**src/rtl/fpadd_share_arb.sv**
```systemverilog
// Round-robin arbiter/sequencer sharing one multi-cycle fpadd unit among NREQ requesters.
// Optional WAIT watchdog enabled by defining FPADD_ARB_TIMEOUT_EN.
module fpadd_share_arb #(
    parameter int NREQ           = 4,
    parameter int ID_W           = 2,
    parameter int TIMEOUT_CYCLES = 64
) (
    input  logic                clk_i,
    input  logic                reset_i,
    input  logic [NREQ-1:0]     req_valid_i,
    input  logic [NREQ*32-1:0]  req_a_i,
    input  logic [NREQ*32-1:0]  req_b_i,
    output logic [NREQ-1:0]     req_ready_o,
    output logic                rsp_valid_o,
    output logic [ID_W-1:0]     rsp_id_o,
    output logic [31:0]         rsp_sum_o,
    output logic                rsp_err_o,
    output logic                busy_o,
    output logic                fp_start_o,
    output logic [31:0]         fp_a_o,
    output logic [31:0]         fp_b_o,
    input  logic [31:0]         fp_sum_i,
    input  logic                fp_done_i
);

    typedef enum logic [1:0] {
        S_IDLE  = 2'd0,
        S_ISSUE = 2'd1,
        S_WAIT  = 2'd2,
        S_RESP  = 2'd3
    } state_t;

    state_t          state_q;
    logic [ID_W-1:0] last_q;
    logic            fp_start_q;
    logic [31:0]     fp_a_q;
    logic [31:0]     fp_b_q;
    logic            rsp_valid_q;
    logic [ID_W-1:0] rsp_id_q;
    logic [31:0]     rsp_sum_q;
    logic            busy_q;

    logic [31:0]     a_slice [NREQ];
    logic [31:0]     b_slice [NREQ];
    logic [NREQ-1:0] above_last;
    logic [NREQ-1:0] upper_req;
    logic [NREQ-1:0] pick_src;
    logic [NREQ-1:0] grant_oh;
    logic [ID_W-1:0] grant_idx;

    for (genvar gi = 0; gi < NREQ; gi++) begin : g_slice
        assign a_slice[gi]    = req_a_i[32*gi +: 32];
        assign b_slice[gi]    = req_b_i[32*gi +: 32];
        assign above_last[gi] = (gi > int'(last_q));
    end

    // Requests strictly above the pointer win; otherwise wrap to the lowest valid index.
    assign upper_req = req_valid_i & above_last;
    assign pick_src  = (|upper_req) ? upper_req : req_valid_i;
    assign grant_oh  = pick_src & (~pick_src + NREQ'(1));

    always_comb begin
        grant_idx = '0;
        for (int i = 0; i < NREQ; i++) begin
            if (grant_oh[i]) begin
                grant_idx = grant_idx | ID_W'(i);
            end
        end
    end

    assign req_ready_o = (state_q == S_IDLE) ? grant_oh : '0;

`ifdef FPADD_ARB_TIMEOUT_EN
    localparam int CNT_W = $clog2(TIMEOUT_CYCLES + 1);
    logic [CNT_W-1:0] wait_cnt_q;
    logic             rsp_err_q;
    logic             timeout_hit;

    assign timeout_hit = (wait_cnt_q == CNT_W'(TIMEOUT_CYCLES - 1));
    assign rsp_err_o   = rsp_err_q;
`else
    assign rsp_err_o   = 1'b0;
`endif

    always_ff @(posedge clk_i or posedge reset_i) begin
        if (reset_i) begin
            state_q     <= S_IDLE;
            last_q      <= ID_W'(NREQ - 1);
            fp_start_q  <= 1'b0;
            fp_a_q      <= '0;
            fp_b_q      <= '0;
            rsp_valid_q <= 1'b0;
            rsp_id_q    <= '0;
            rsp_sum_q   <= '0;
            busy_q      <= 1'b0;
`ifdef FPADD_ARB_TIMEOUT_EN
            wait_cnt_q  <= '0;
            rsp_err_q   <= 1'b0;
`endif
        end else begin
            fp_start_q  <= 1'b0;
            rsp_valid_q <= 1'b0;
            case (state_q)
                S_IDLE: begin
                    if (|req_valid_i) begin
                        fp_a_q     <= a_slice[grant_idx];
                        fp_b_q     <= b_slice[grant_idx];
                        rsp_id_q   <= grant_idx;
                        last_q     <= grant_idx;
                        fp_start_q <= 1'b1;
                        busy_q     <= 1'b1;
                        state_q    <= S_ISSUE;
                    end
                end
                S_ISSUE: begin
                    // fp_done may still be stale here; it is first sampled in WAIT.
`ifdef FPADD_ARB_TIMEOUT_EN
                    wait_cnt_q <= '0;
`endif
                    state_q <= S_WAIT;
                end
                S_WAIT: begin
                    if (fp_done_i) begin
                        rsp_sum_q   <= fp_sum_i;
                        rsp_valid_q <= 1'b1;
                        state_q     <= S_RESP;
`ifdef FPADD_ARB_TIMEOUT_EN
                        rsp_err_q   <= 1'b0;
                    end else if (timeout_hit) begin
                        rsp_sum_q   <= 32'h7FC0_0000;
                        rsp_err_q   <= 1'b1;
                        rsp_valid_q <= 1'b1;
                        state_q     <= S_RESP;
                    end else begin
                        wait_cnt_q  <= wait_cnt_q + CNT_W'(1);
`endif
                    end
                end
                S_RESP: begin
                    busy_q  <= 1'b0;
                    state_q <= S_IDLE;
                end
                default: begin
                    busy_q  <= 1'b0;
                    state_q <= S_IDLE;
                end
            endcase
        end
    end

    assign fp_start_o  = fp_start_q;
    assign fp_a_o      = fp_a_q;
    assign fp_b_o      = fp_b_q;
    assign rsp_valid_o = rsp_valid_q;
    assign rsp_id_o    = rsp_id_q;
    assign rsp_sum_o   = rsp_sum_q;
    assign busy_o      = busy_q;

endmodule
```
**config.mk**
```make
export PLATFORM = sky130hd
export DESIGN_NAME = fpadd_share_arb
export DESIGN_NICKNAME = d
export VERILOG_FILES = /design/src/rtl/fpadd_share_arb.sv
export SDC_FILE = /design/constraint.sdc
export NUM_CORES = 1
export LEC_CHECK = 0
export ABC_AREA = 1
export CAP_MARGIN = 0
export CORE_AREA = 4 4 154 156
export CTS_BUF_LIST = sky130_fd_sc_hd__clkbuf_16
export DETAILED_ROUTE_END_ITERATION = 10
export DIE_AREA = 0 0 158 160
export PLACE_DENSITY_LB_ADDON = 0.2
export SLEW_MARGIN = 20
export SYNTH_ARGS = -nofsm -noshare
export SYNTH_HDL_FRONTEND = slang
export SYNTH_SLANG_ARGS = --single-unit
```
**constraint.sdc**
```tcl
create_clock -name clk_i -period 3.8 [get_ports clk_i]
set_input_delay 0.57 -clock clk_i [delete_from_list [all_inputs] [get_ports clk_i]]
set_output_delay 0.57 -clock clk_i [all_outputs]
set_load 0.02 [all_outputs]
```
Word level (Yosys, flattened, before mapping)
Index checks and enable logic that the tools add are counted.
{"block": "word_totals", "regBits": 105, "latch_bits": 0, "ram_bits": 0, "rom_bits": 0, "input_bits": 295, "output_inout_bits": 106, "mem_count": 0}
{"block": "op_classes", "addsub": 1, "multipliers": 0, "div": 0, "magnitude_cmp": 4, "eq_ne": 5, "shift": 0, "n_mux": 20, "bitwise_logic": 4, "n_reduce_logical": 8}
{"cell": "32-bit binary-select mux with 2-bit select", "n": 2}
{"cell": "32-bit 2-to-1 mux", "n": 4}
{"cell": "4-bit bitwise AND", "n": 2}
{"cell": "2-bit 2-to-1 mux", "n": 4}
{"cell": "4-bit 2-to-1 mux", "n": 2}
{"cell": "2-bit one-hot mux with 4 select lines", "n": 1}
{"cell": "2-bit AND reduction", "n": 4}
{"cell": "4-bit OR reduction", "n": 2}
{"cell": "1-bit 2-to-1 mux", "n": 6}
{"cell": "4-bit by 1-bit adder with 4-bit output, second input constant", "n": 1}
{"cell": "2-bit == test, second input constant", "n": 2}
{"cell": "2-bit > comparator, first input constant", "n": 2}
{"cell": "4-bit NOT", "n": 1}
{"cell": "3-bit >= comparator, second input constant", "n": 1}
{"cell": "2-bit NOT with 3-bit output", "n": 1}
{"cell": "2-bit by 1-bit == test with 1-bit output, second input constant", "n": 1}
{"cell": "1-bit by 2-bit > comparator with 1-bit output, first input constant", "n": 1}
{"cell": "2-bit zero test", "n": 1}
{"cell": "2-bit by 1-bit != test with 1-bit output, second input constant", "n": 1}
{"cell": "2-bit != test, second input constant", "n": 1}
{"cell": "1-bit one-hot mux with 2 select lines", "n": 1}
{"cell": "2-bit nonzero test", "n": 1}

Longest topological paths before layout
{"block": "logic_depth", "depth_word": 14, "depth_mapped": 12}

Worst setup path before layout
OpenSTA, ideal clock, no wires.
{"block": "synth_path", "path_kind": "input -> output", "from": "in req_valid_i[2]", "to": "out req_ready_o[2]", "arrival_ns": 1.452, "required_ns": 3.230, "setup_slack_ns": 1.778, "stages": 4, "path_buffers": 0, "cell_sequence": "nand2_2 a31oi_2 nand2_1 nor3_1"}
{"block": "synth_via", "elab_chain_len": 7}
{"item": "from (decl)", "line": "10", "source": "input logic [NREQ-1:0] req_valid_i,"}
{"item": "4-bit bitwise AND", "line": "58", "source": "assign upper_req = req_valid_i & above_last;"}
{"item": "4-bit OR reduction", "line": "59", "source": "assign pick_src = (|upper_req) ? upper_req : req_valid_i;"}
{"item": "4-bit 2-to-1 mux *", "line": "59"}
{"item": "4-bit NOT", "line": "60", "source": "assign grant_oh = pick_src & (~pick_src + NREQ'(1));"}
{"item": "4-bit by 1-bit adder with 4-bit output", "line": "60"}
{"item": "4-bit bitwise AND *", "line": "60"}
{"item": "4-bit 2-to-1 mux *", "line": "71", "source": "assign req_ready_o = (state_q == S_IDLE) ? grant_oh : '0;"}
{"item": "to (decl)", "line": "13", "source": "output logic [NREQ-1:0] req_ready_o,"}
Mark *: on every way between the ends. The rest lies on a longest branch, timed or not.

Worst setup path after layout
{"block": "layout_path", "from": "in req_valid_i[3]", "to": "out req_ready_o[2]"}
{"block": "layout_via", "elab_chain_len": 7}
{"item": "4-bit bitwise AND *", "line": "58"}
{"item": "4-bit OR reduction *", "line": "59"}
{"item": "4-bit 2-to-1 mux *", "line": "59"}
{"item": "4-bit NOT", "line": "60"}
{"item": "4-bit by 1-bit adder with 4-bit output", "line": "60"}
{"item": "4-bit bitwise AND *", "line": "60"}
{"item": "4-bit 2-to-1 mux *", "line": "71"}
Marks and branches as above.

==> flow_summary.rst <==
.. list-table::
   :header-rows: 1

   * - Metric
     - Value
   * - X dimension of the die
     - 158 um
   * - Most used flip-flop cell after synthesis
     - dfrtp_1
   * - Type of the worst min-delay path
     - flip-flop to flip-flop
   * - Last weighted congestion value of the routability-driven placer
     - 0.798
   * - Max_cap viols
     - 0
   * - First-pass GRT wire length
     - 41.4 mm
   * - Floorplan Core Area
     - 22,400 um2
   * - Max-slew headroom at the worst pin
     - 0.334
   * - Placed Instance Area
     - 11,500 um2
   * - Overall via count from detail_route
     - 8,230
   * - Number of cells in the finished layout apart from fillers
     - 1,872
   * - XOR/XNOR Fraction of Synth Area
     - 0
   * - Hold Buf Count CTS
     - 0
   * - Fmax achieved
     - 311 MHz
   * - Setup TNS
     - 0 ps
   * - Post_cts resized
     - 0
   * - Status
     - finished clean
   * - Layout Cell Area excl Fill
     - 11,800 um2
   * - Largest family of logic cells by synthesized area
     - simple AND/OR/NAND/NOR gates
   * - Cell accounting for the most synthesized area
     - dfrtp_1
   * - Starting density of the core
     - 0.327
   * - Count of pins over their slew limit
     - 0
   * - Crit. End Element
     - output port
   * - Global router's overall resource usage
     - 0.205
   * - Pin count of the biggest net entering global routing
     - 130
   * - Routed via count divided by cell count
     - 4.40
   * - Post-synthesis sequential area ratio
     - 0.360
   * - Compound-gate portion of the synthesized area
     - 0.0571
   * - Total length of routed wires
     - 26.6 mm
   * - Inst Count DP
     - 1,855
   * - Vias in the first global route
     - 7,754
   * - Post-DP HPWL
     - 19.4 mm
   * - Share of synthesized flip-flops with an asynchronous set or reset
     - 1.00
   * - Num Clock Sinks
     - 105
   * - Number of core rows
     - 55
   * - Antenna violations before repair
     - 1
   * - Delay of the slowest cell on the worst path
     - 690 ps
   * - Mapped Cells
     - 1,229
   * - Number of setup violations in the final report
     - 0
   * - Proportion of total power due to net switching
     - 0.471
   * - Power share of the sequential group
     - 0.247
   * - Cell area after synthesis
     - 7320 um2
   * - Period utilisation layout
     - 0.847
   * - Type of the setup path with the least slack
     - primary input to output port
   * - Nets
     - 1,880
   * - Worst Tran Pin Value
     - 999 ps
   * - Fraction of power consumed by the clock network
     - 0.124
   * - P_leak
     - 6.39 nW
   * - Power Internal
     - 4.25 mW
   * - Root buffer selected by CTS
     - clkbuf_16
   * - Area growth, synth to finish
     - 61.2%
   * - Buffer count from post-CTS setup fixing
     - 0
   * - Area share of the largest cell type after synthesis
     - 0.352
   * - Buffer levels on the longest clock path
     - 2
   * - Share of layout cells above drive strength 1
     - 0.0271
   * - Area of the die
     - 25,300 um2
   * - Netlist cell types
     - 26
   * - Synth Area per Inst
     - 5.95 um2
   * - Count of yosys warnings during synthesis
     - 0
   * - Simple-gate share of the synthesized area
     - 0.384
   * - Input/output buffers
     - 399
   * - Skew-Pair Late Insertion Delay
     - 370 ps
   * - Adder-cell area share of the yosys netlist
     - 0.00684
   * - Power density over cell area
     - 681 nW/um2
   * - H-tree depth reported by CTS
     - 3
   * - Max stage delay cell, worst path
     - clkdlybuf4s50_1
   * - Switching power
     - 3.78 mW
   * - Signal arrival time at the worst endpoint
     - 2650 ps
   * - Largest voltage drop on the vdd net
     - 618 uV
   * - Time the worst path needs with I/O delays and setup
     - 3220 ps
   * - CP required
     - 3230 ps
   * - Global route overflow
     - 0
   * - Violation count after the first detailed-route iteration
     - 419
   * - Layout Skew
     - 14.8 ps
   * - Average routed wire per standard cell
     - 14.2 um
   * - Vertical die dimension
     - 160 um
   * - Cell with the most instances after synthesis
     - nand2_1
   * - Reg clk slew, reported paths
     - 80 ps
   * - Cells taking the most area after synthesis
     - dfrtp_1, nand2_1, inv_1, nand3_1, a21oi_1
   * - Number of synthesized register bits
     - 105
   * - Remaining antenna violation count
     - 0
   * - EDFF count, synth
     - 0
   * - List of most frequent post-synthesis cells
     - nand2_1, inv_1, nand3_1
   * - Number of top-level pins
     - 401
   * - Total clock buffers created by CTS
     - 9
   * - Critical Path, Cell by Cell
     - clkdlybuf4s50_1 > nand2_1 > a31oi_2 > nand2_1 > nor3_1 > clkdlybuf4s50_1
   * - Post-synth net total
     - 1,528
   * - Multiplexer area fraction after synthesis
     - 0
   * - Crit-path max FO
     - 4
   * - DRC viols
     - 0
   * - Combinational Power Share
     - 0.628
   * - CP Launch Type
     - primary input
   * - Length of the first detailed-routing pass in iterations
     - 6
   * - CTS tree
     - yes
   * - Unrepaired setup endpoints after global routing
     - false
   * - Final number of hold-violating endpoints
     - 0
## layout make-up
cell class	count	area [um2]
Antenna cell	1	2.50
Clock buffer	9	225
Clock inverter	7	91.3
Fill cell	2344	10600
Inverter	271	1020
Multi-Input combinational cell	783	3320
Sequential cell	105	2630
Tap cell	285	357
Timing Repair Buffer	411	4150
## worst max-delay path, delay by kind of cell
kind | cells | cell delay (ps)
compound gates | 1 | 320
buf+inv | 2 | 1260
simple gates | 3 | 510
## state kept, by name, summed over array words and instances, names as in the netlist
signal	flops
rsp_sum_o	32
rsp_id_o	2
fp_start_o	1
fp_b_o	32
state_q	2
fp_a_o	32
rsp_valid_o	1
busy_o	1
last_q	2
## cells by family after synthesis
family	Yosys count
flops	105
simple gates	700
other cells	1
fa+ha+maj	4
buf+inv	341
compound gates	78
## power groups by stage
stage / clock network (mW) / registers, mW / logic, mW
CTS: 1.03 / 1.99 / 5.14
global route: 1.07 / 2.06 / 5.61
floorplan: 0 / 2.65 / 2.38
detailed placement: 0 / 2.00 / 5.12
global placement: 0 / 1.99 / 5.06
finish: 0.999 / 1.98 / 5.04
## stage by stage
stage | worst slack, ps | util | hold WS [ps] | power, mW
global placement | 533 | 0.513 | 461 | 7.05
finish | 582 | 0.527 | 483 | 8.03
CTS | 541 | 0.527 | 487 | 8.16
global route | 404 | 0.527 | 503 | 8.74
detailed placement | 542 | 0.513 | 465 | 7.12
floorplan | 473 | - | 481 | 5.02
## cells in the final DEF, fill, tap and decap left out
| cell | n |
|---|---|
| conb_1 | 1 |
| nand2_1 | 492 |
| inv_6 | 3 |
| inv_12 | 1 |
| a31oi_2 | 1 |
| buf_12 | 5 |
| nor2_1 | 71 |
| a31oi_4 | 1 |
| dfstp_2 | 2 |
| a21boi_4 | 1 |
| inv_2 | 3 |
| nand4_1 | 1 |
| clkinv_8 | 3 |
| inv_1 | 267 |
| nand4_2 | 1 |
| o21ai_4 | 1 |
| clkdlybuf4s50_1 | 399 |
| dfrtp_1 | 103 |
| o22ai_1 | 1 |
| o211ai_4 | 1 |
| diode_2 | 1 |
| nand3_1 | 130 |
| o21ai_0 | 7 |
| nand2_2 | 3 |
| buf_4 | 7 |
| a21oi_1 | 65 |
| ha_1 | 4 |
| clkbuf_16 | 9 |
| inv_4 | 1 |
| nor3_1 | 2 |
## path summary, 6_finish.rpt
| path | start | endpoint | slack, ps | cells past startpoint |
|---|---|---|---|---|
| max | req_valid_i[3] | req_ready_o[2] | 580 | 6 |
| min | rsp_sum_o[14]$_DFFE_PP0P_ | rsp_sum_o[14]$_DFFE_PP0P_ | 480 | 2 |
| max reg2reg | last_q[0]$_DFFE_PP1P_ | fp_b_o[8]$_DFFE_PP0P_ | 1360 | 10 |
| min reg2reg | rsp_sum_o[14]$_DFFE_PP0P_ | rsp_sum_o[14]$_DFFE_PP0P_ | 480 | 2 |
| max in group asynchronous | reset_i | fp_b_o[17]$_DFFE_PP0P_ | 2370 | 3 |
| min in group asynchronous | reset_i | rsp_sum_o[5]$_DFFE_PP0P_ | 610 | 2 |
## routing by layer
layer  vias to the layer above  GRT usage  routed length (um)
met5                         -          0                   0
met4                         0     0.0760                 840
met3                        44     0.0561                2180
met2                       268      0.347               12900
met1                      3630      0.246               10600
li1                       4288          -                   -
Power figures use the tool's default switching activity.
